[src/rtl/intra_edge_loader.sv]
// Assembles the above/left intra neighbour edge from a serial sample stream,
// substitutes missing sides, and holds the result until the predictor takes it.
module intra_edge_loader #(
  parameter int W        = 8,
  parameter int H        = 8,
  parameter int BITDEPTH = 10
) (
  input  logic                clk,
  input  logic                rst,
  input  logic                start,
  input  logic                have_above,
  input  logic                have_left,
  input  logic                s_valid,
  input  logic [29:0]         s_data,
  output logic                s_ready,
  output logic                edge_valid,
  input  logic                edge_ready,
  output logic [W-1:0][29:0]  above_row,
  output logic [H-1:0][29:0]  left_col,
  output logic                busy
);

  localparam int MAXWH = (W > H) ? W : H;
  localparam int CW    = (MAXWH > 1) ? $clog2(MAXWH) : 1;
  localparam logic [CW-1:0] W_LAST = CW'(W - 1);
  localparam logic [CW-1:0] H_LAST = CW'(H - 1);

  // Mid-grey substitutes when no neighbour exists at all.
  localparam logic [9:0]  MID_LO     = 10'((1 << (BITDEPTH - 1)) - 1);
  localparam logic [9:0]  MID_HI     = 10'((1 << (BITDEPTH - 1)) + 1);
  localparam logic [29:0] FILL_ABOVE = {MID_LO, MID_LO, MID_LO};
  localparam logic [29:0] FILL_LEFT  = {MID_HI, MID_HI, MID_HI};

  typedef enum logic [2:0] {IDLE, LOAD_ABOVE, LOAD_LEFT, FILL, HOLD} state_t;

  state_t               state_q, state_d;
  logic [CW-1:0]        cnt_q, cnt_d;
  logic                 have_above_q, have_above_d;
  logic                 have_left_q, have_left_d;
  logic [W-1:0][29:0]   above_q, above_d;
  logic [H-1:0][29:0]   left_q, left_d;

  always_comb begin
    state_d      = state_q;
    cnt_d        = cnt_q;
    have_above_d = have_above_q;
    have_left_d  = have_left_q;
    above_d      = above_q;
    left_d       = left_q;
    case (state_q)
      IDLE: begin
        if (start) begin
          have_above_d = have_above;
          have_left_d  = have_left;
          cnt_d        = '0;
          if (have_above)     state_d = LOAD_ABOVE;
          else if (have_left) state_d = LOAD_LEFT;
          else                state_d = FILL;
        end
      end
      LOAD_ABOVE: begin
        if (s_valid) begin
          above_d[cnt_q] = s_data;
          if (cnt_q == W_LAST) begin
            cnt_d   = '0;
            state_d = have_left_q ? LOAD_LEFT : FILL;
          end else begin
            cnt_d = cnt_q + 1'b1;
          end
        end
      end
      LOAD_LEFT: begin
        if (s_valid) begin
          left_d[cnt_q] = s_data;
          if (cnt_q == H_LAST) begin
            cnt_d   = '0;
            state_d = FILL;
          end else begin
            cnt_d = cnt_q + 1'b1;
          end
        end
      end
      FILL: begin
        // Whole 30-bit copies substitute all three components identically.
        if (!have_above_q && have_left_q) begin
          for (int i = 0; i < W; i++) above_d[i] = left_q[0];
        end else if (have_above_q && !have_left_q) begin
          for (int i = 0; i < H; i++) left_d[i] = above_q[0];
        end else if (!have_above_q && !have_left_q) begin
          for (int i = 0; i < W; i++) above_d[i] = FILL_ABOVE;
          for (int i = 0; i < H; i++) left_d[i]  = FILL_LEFT;
        end
        state_d = HOLD;
      end
      HOLD: begin
        if (edge_ready) state_d = IDLE;
      end
      default: state_d = IDLE;
    endcase
  end

  always_ff @(posedge clk or posedge rst) begin
    if (rst) begin
      state_q      <= IDLE;
      cnt_q        <= '0;
      have_above_q <= 1'b0;
      have_left_q  <= 1'b0;
      above_q      <= '0;
      left_q       <= '0;
    end else begin
      state_q      <= state_d;
      cnt_q        <= cnt_d;
      have_above_q <= have_above_d;
      have_left_q  <= have_left_d;
      above_q      <= above_d;
      left_q       <= left_d;
    end
  end

  assign s_ready    = (state_q == LOAD_ABOVE) || (state_q == LOAD_LEFT);
  assign edge_valid = (state_q == HOLD);
  assign busy       = (state_q != IDLE);
  assign above_row  = above_q;
  assign left_col   = left_q;

endmodule

[config.mk]
export PLATFORM = sky130hd
export DESIGN_NAME = intra_edge_loader
export DESIGN_NICKNAME = d
export VERILOG_FILES = /design/src/rtl/intra_edge_loader.sv
export SDC_FILE = /design/constraint.sdc
export NUM_CORES = 1
export LEC_CHECK = 0
export ABC_AREA = 1
export CAP_MARGIN = 20
export CORE_ASPECT_RATIO = 2
export CORE_UTILIZATION = 46
export DETAILED_ROUTE_END_ITERATION = 7
export GPL_ROUTABILITY_DRIVEN = 0
export HOLD_SLACK_MARGIN = 0.06
export PLACE_DENSITY = 0.85
export SKIP_LAST_GASP = 1
export SLEW_MARGIN = 30
export SYNTH_ARGS = -nofsm -noshare
export SYNTH_HDL_FRONTEND = slang
export SYNTH_SLANG_ARGS = --single-unit
[constraint.sdc]
create_clock -name clk -period 16.7 [get_ports clk]
set_input_delay 3.34 -clock clk [delete_from_list [all_inputs] [get_ports clk]]
set_output_delay 3.34 -clock clk [all_outputs]
set_load 0.02 [all_outputs]
Word level (Yosys, flattened, before mapping)
Index checks and enable logic that the tools add are counted.
- memories kept: 0
- input port bits: 37
- ROM bits: 0
- latch bits: 0
- word-level logic and storage cells: 85
- output and inout bits: 483
- memory bits (writable): 0
- flip-flop bits (word level): 488
- shift-type cells: 0
- div/mod/pow operators: 0
- multiplexer cells: 28
- $lt $le $gt $ge: 2
- bitwise logic cells: 0
- eq/ne operators: 16
- reductions and logical operators: 18
- $add $sub $neg: 1
- $mul: 0
- operators with widths (kind ; number):
    $mux 240 ; 8
    $pmux 240 s2 ; 2
    $bwmux 240 ; 2
    $demux 30 s3 ; 1
    $mux 30 ; 1
    $mux 3 ; 9
    $pmux 3 s5 ; 1
    $ne 2x2->1 const B ; 6
    $ne 3x3->1 const B ; 3
    $reduce_and 4->1 ; 2
    $eq 3x2->1 const B ; 2
    $eq 3x3->1 const B ; 2
    $pmux 3 s2 ; 1
    $reduce_and 6->1 ; 1
    $reduce_bool 2->1 ; 3
    $logic_and 1x1->1 ; 4
    $lt 3x4->1 const B ; 1
    $ne 2x1->1 const B ; 2
    $add 3x1->3 const B ; 1
    $eq 3x1->1 const B ; 1
    $ge 3x1->1 const B ; 1
    $logic_not 3->1 ; 1
    $reduce_and 3->1 ; 1
    $reduce_bool 3->1 ; 1
    6 further kinds ; 8

Logic depth before layout (Yosys ltp)
- depth after elaboration: 7
- mapped depth: 11
- depth with buffers taken out: 9

Worst setup path before layout
OpenSTA, ideal clock, no wires.
- path kind: in2reg
- start: in s_valid
- end: reg left_q (netlist bit left_col[210])
- library setup time: 117 ps
- path buffers: 1
- arrival time: 4191 ps
- setup slack: 12392 ps
- data required time: 16583 ps
- stages on the path: 8
- cells stage by stage: inv_1 nand3_1 nand2_1 nor2_1 inv_2 buf_2 nand2_1 nand2_1
- cells in the longest elaborated chain, start to end: 2
- ends and longest elaborated chain (what ; line ; text):
    start: declaration ; 13 ; input logic s_valid,
    $ne 2x2->1 (no source line) ; n/a ;
    $reduce_and 4->1 (no source line) ; n/a ;
    end signal: assignment ; 116 ; left_q <= left_d;
    end: declaration ; 41 ; logic [H-1:0][29:0] left_q, left_d;
Every way passes these cells.
A chain may end at the register's enable or synchronous reset.

Worst setup path after layout
- start: in s_valid
- end: reg left_q (netlist bit left_col[63])
Same word-level chain as after synthesis.

==> run summary <==
outcome = finished clean
Internal = 3.004 mW
first-pass GRT wire length = 143300 um
dpl ws = 10000 ps
post-synthesis cell area = 22020 um2
largest net degree at the start of global routing = 72
vias in the first global route = 22.29k
CTS Root Cell = clkbuf_16
Slew @ Worst Pin = 1087 ps
# rows = 113
Post-Layout Cell Count = 3954
worst min-delay path startpoint = left_col[51]
hold depth = 2
Synth area leader = dfrtp_1
Max Cap Viol = 0
initial antenna violation count = 2
R2R depth = 10
share of total power in sequential cells = 33.5%
CTS Hold Bufs = 0
reg2reg setup slack = 13140 ps
#FFs+latches synth = 488
Cells after Synth = 2879
WHS Endpoint = left_col[51]
CTS clk-pin slew, worst paths = 70 ps
via count = 22.82k
post-CTS resize count = 0
Die Span Y = 311.4 um
Tcrit/Tclk final = 35.14%
drt first pass iters = 6
# fillers = 4037
Final ANT Viol Nets = 0
Routed WL = 98060 um
Final Max Tran Viols = 0
Core Box Area = 47360 um2
Hold Path Class = reg2reg
HPWL after DPL = 64980 um
io pins = 520
Worst Slack Setup Final = 10830 ps
die width = 156.7 um
Starting DRT DRC Count = 2370
WS Path Type = in2reg
Distinct cells, synth = 15
Post-Syn Area per Cell = 7.648 um2
Net Sw Frac = 44.24%
residual DRC count = 0
Starting Density = 46.49%
post-synth top area share = 55.46%
crit path time final = 5869 ps
switching pwr = 2.383 mW
maximum clock frequency = 0.1704 GHz
register area share after synthesis = 55.46%
CTS tree = built
share of cells above drive strength 1 = 4.878%
Post-CTS Setup Bufs = 0
reg2reg start = state_q[1]
DIE AREA = 48800 um2
Startpoint Class = input pin
RSZ-0062 raised after global routing = false
clk_skew = 24.57 ps
CP Max Fanout = 31
pwr dens = 184.8 nW/um2
syn_nets = 2918
input/output buffers = 519
top post-synthesis cells by area = dfrtp_1 55%, nand2_1 27%, o21ai_0 9.2%
Sink Count = 488
Slew headroom = 27.06%
total CTS buffers = 43
Clk pwr share = 20.4%
Total GRT Usage = 40.57%
Peak VDD IR = 0.1149 mV
worst skew pair latency = 580 ps
cell count after placement = 3874
Worst EP arrival = 6320 ps
H-tree depth = 2
grt ovf = 0
Setup violations, final = 0
Critical R2R Capture = left_col[63]
Comb pwr share = 46.0%
Yosys warning total = 0
Worst Path Required = 17150 ps
TNS Setup = 0 ps
Clock Path Buffers = 3
cell leakage power = 15.28 nW
Crit. End Element = flop
drt via density = 5.772
final net count = 3329
synth-to-layout area growth = 32.45%
Fin. Hold Viols = 0
DR WL/cell = 24.80 um
## sequential cells by signal (all words and copies together) (netlist names)
name / flops
left_col: 240
have_left_q: 1
above_row: 240
cnt_q: 3
have_above_q: 1
state_q: 3
## worst max-delay path, cell delays in order
cell             delay, ps
clkdlybuf4s50_1        490
inv_1                   80
nand3_1                 80
nand2_1                410
nor2_4                 970
inv_2                  610
nand2_1                210
nand2_1                 90
## power groups by stage
stage | sequential [mW] | clock, mW | combinational [mW]
after floorplan | 2.14 | 0 | 0.854
after global placement | 1.80 | 0 | 2.38
after global routing | 1.83 | 1.15 | 2.64
after CTS | 1.79 | 1.11 | 2.44
final | 1.81 | 1.10 | 2.48
after detailed placement | 1.80 | 0 | 2.43
## how the worst max path moves through the flow
stage / cells past startpoint / endpoint / startpoint
final: 8 / left_col[63] / s_valid
after global routing: 7 / above_row[193] / rst
after CTS: 6 / above_row[166] / rst
after detailed placement: 6 / above_row[166] / rst
after global placement: 5 / above_row[166] / rst
after floorplan: 1 / above_row[0] / rst
## final cells by class
cell class | count | area [um2] | share of cell area [%]
multi-input cells | 2148 | 8897 | 30.51
clock inverters | 17 | 281.5 | 0.9654
flip-flops and latches | 488 | 12210 | 41.88
clock buffers | 59 | 1237 | 4.243
inverters | 56 | 214.0 | 0.7337
well taps | 632 | 790.8 | 2.712
repair buffers | 553 | 5527 | 18.95
diodes | 1 | 2.502 | 0.008581
## cells in the mapped netlist
cell type / n
nand2_1: 1608
dfrtp_1: 488
o21ai_0: 404
buf_2: 111
clkbuf_1: 74
nand3_1: 66
o21ai_1: 33
inv_1: 30
inv_2: 26
nor2_1: 15
nor2_2: 15
a21oi_1: 4
buf_1: 2
ha_1: 2
nand2_2: 1
## per-layer routing
layer	vias to the layer above	share of wire (%)	global-route usage, %
met4	2	9.3	33.00
li1	9836	-	-
met5	-	0.013	0
met2	1772	47	65.49
met3	495	11	9.373
met1	10720	33	45.29
## metrics by stage
stage          utilization, %  power (mW)  hold slack [ps]  cell area [um2]
2_1_floorplan               -       2.995            496.3            22020
3_3_place_gp            58.10       4.181            453.1            27520
3_5_place_dp            58.17       4.229            457.2            27550
4_1_cts                 61.38       5.335            474.2            29070
5_1_grt                 61.57       5.614            485.8            29160
6_report                61.57       5.388            472.0            29160
## cell usage in the layout, fill, tap and decap left out, types with 17 or more instances in the layout
cell type / n
nand2_1: 1605
nand3_1: 61
o21ai_1: 29
nor2_4: 17
clkdlybuf4s50_1: 519
inv_1: 29
buf_4: 29
dfrtp_1: 488
inv_2: 26
clkbuf_16: 44
o21ai_0: 404
## cell families after synthesis
family	share of synthesized area, %
flip-flops	55.46
adder cells (fa/ha/maj)	0.1136
AO/OA/AOI/OAI	10.02
buffers and inverters	4.774
AND/OR/NAND/NOR	29.62
(Power assumes the default switching activity.)
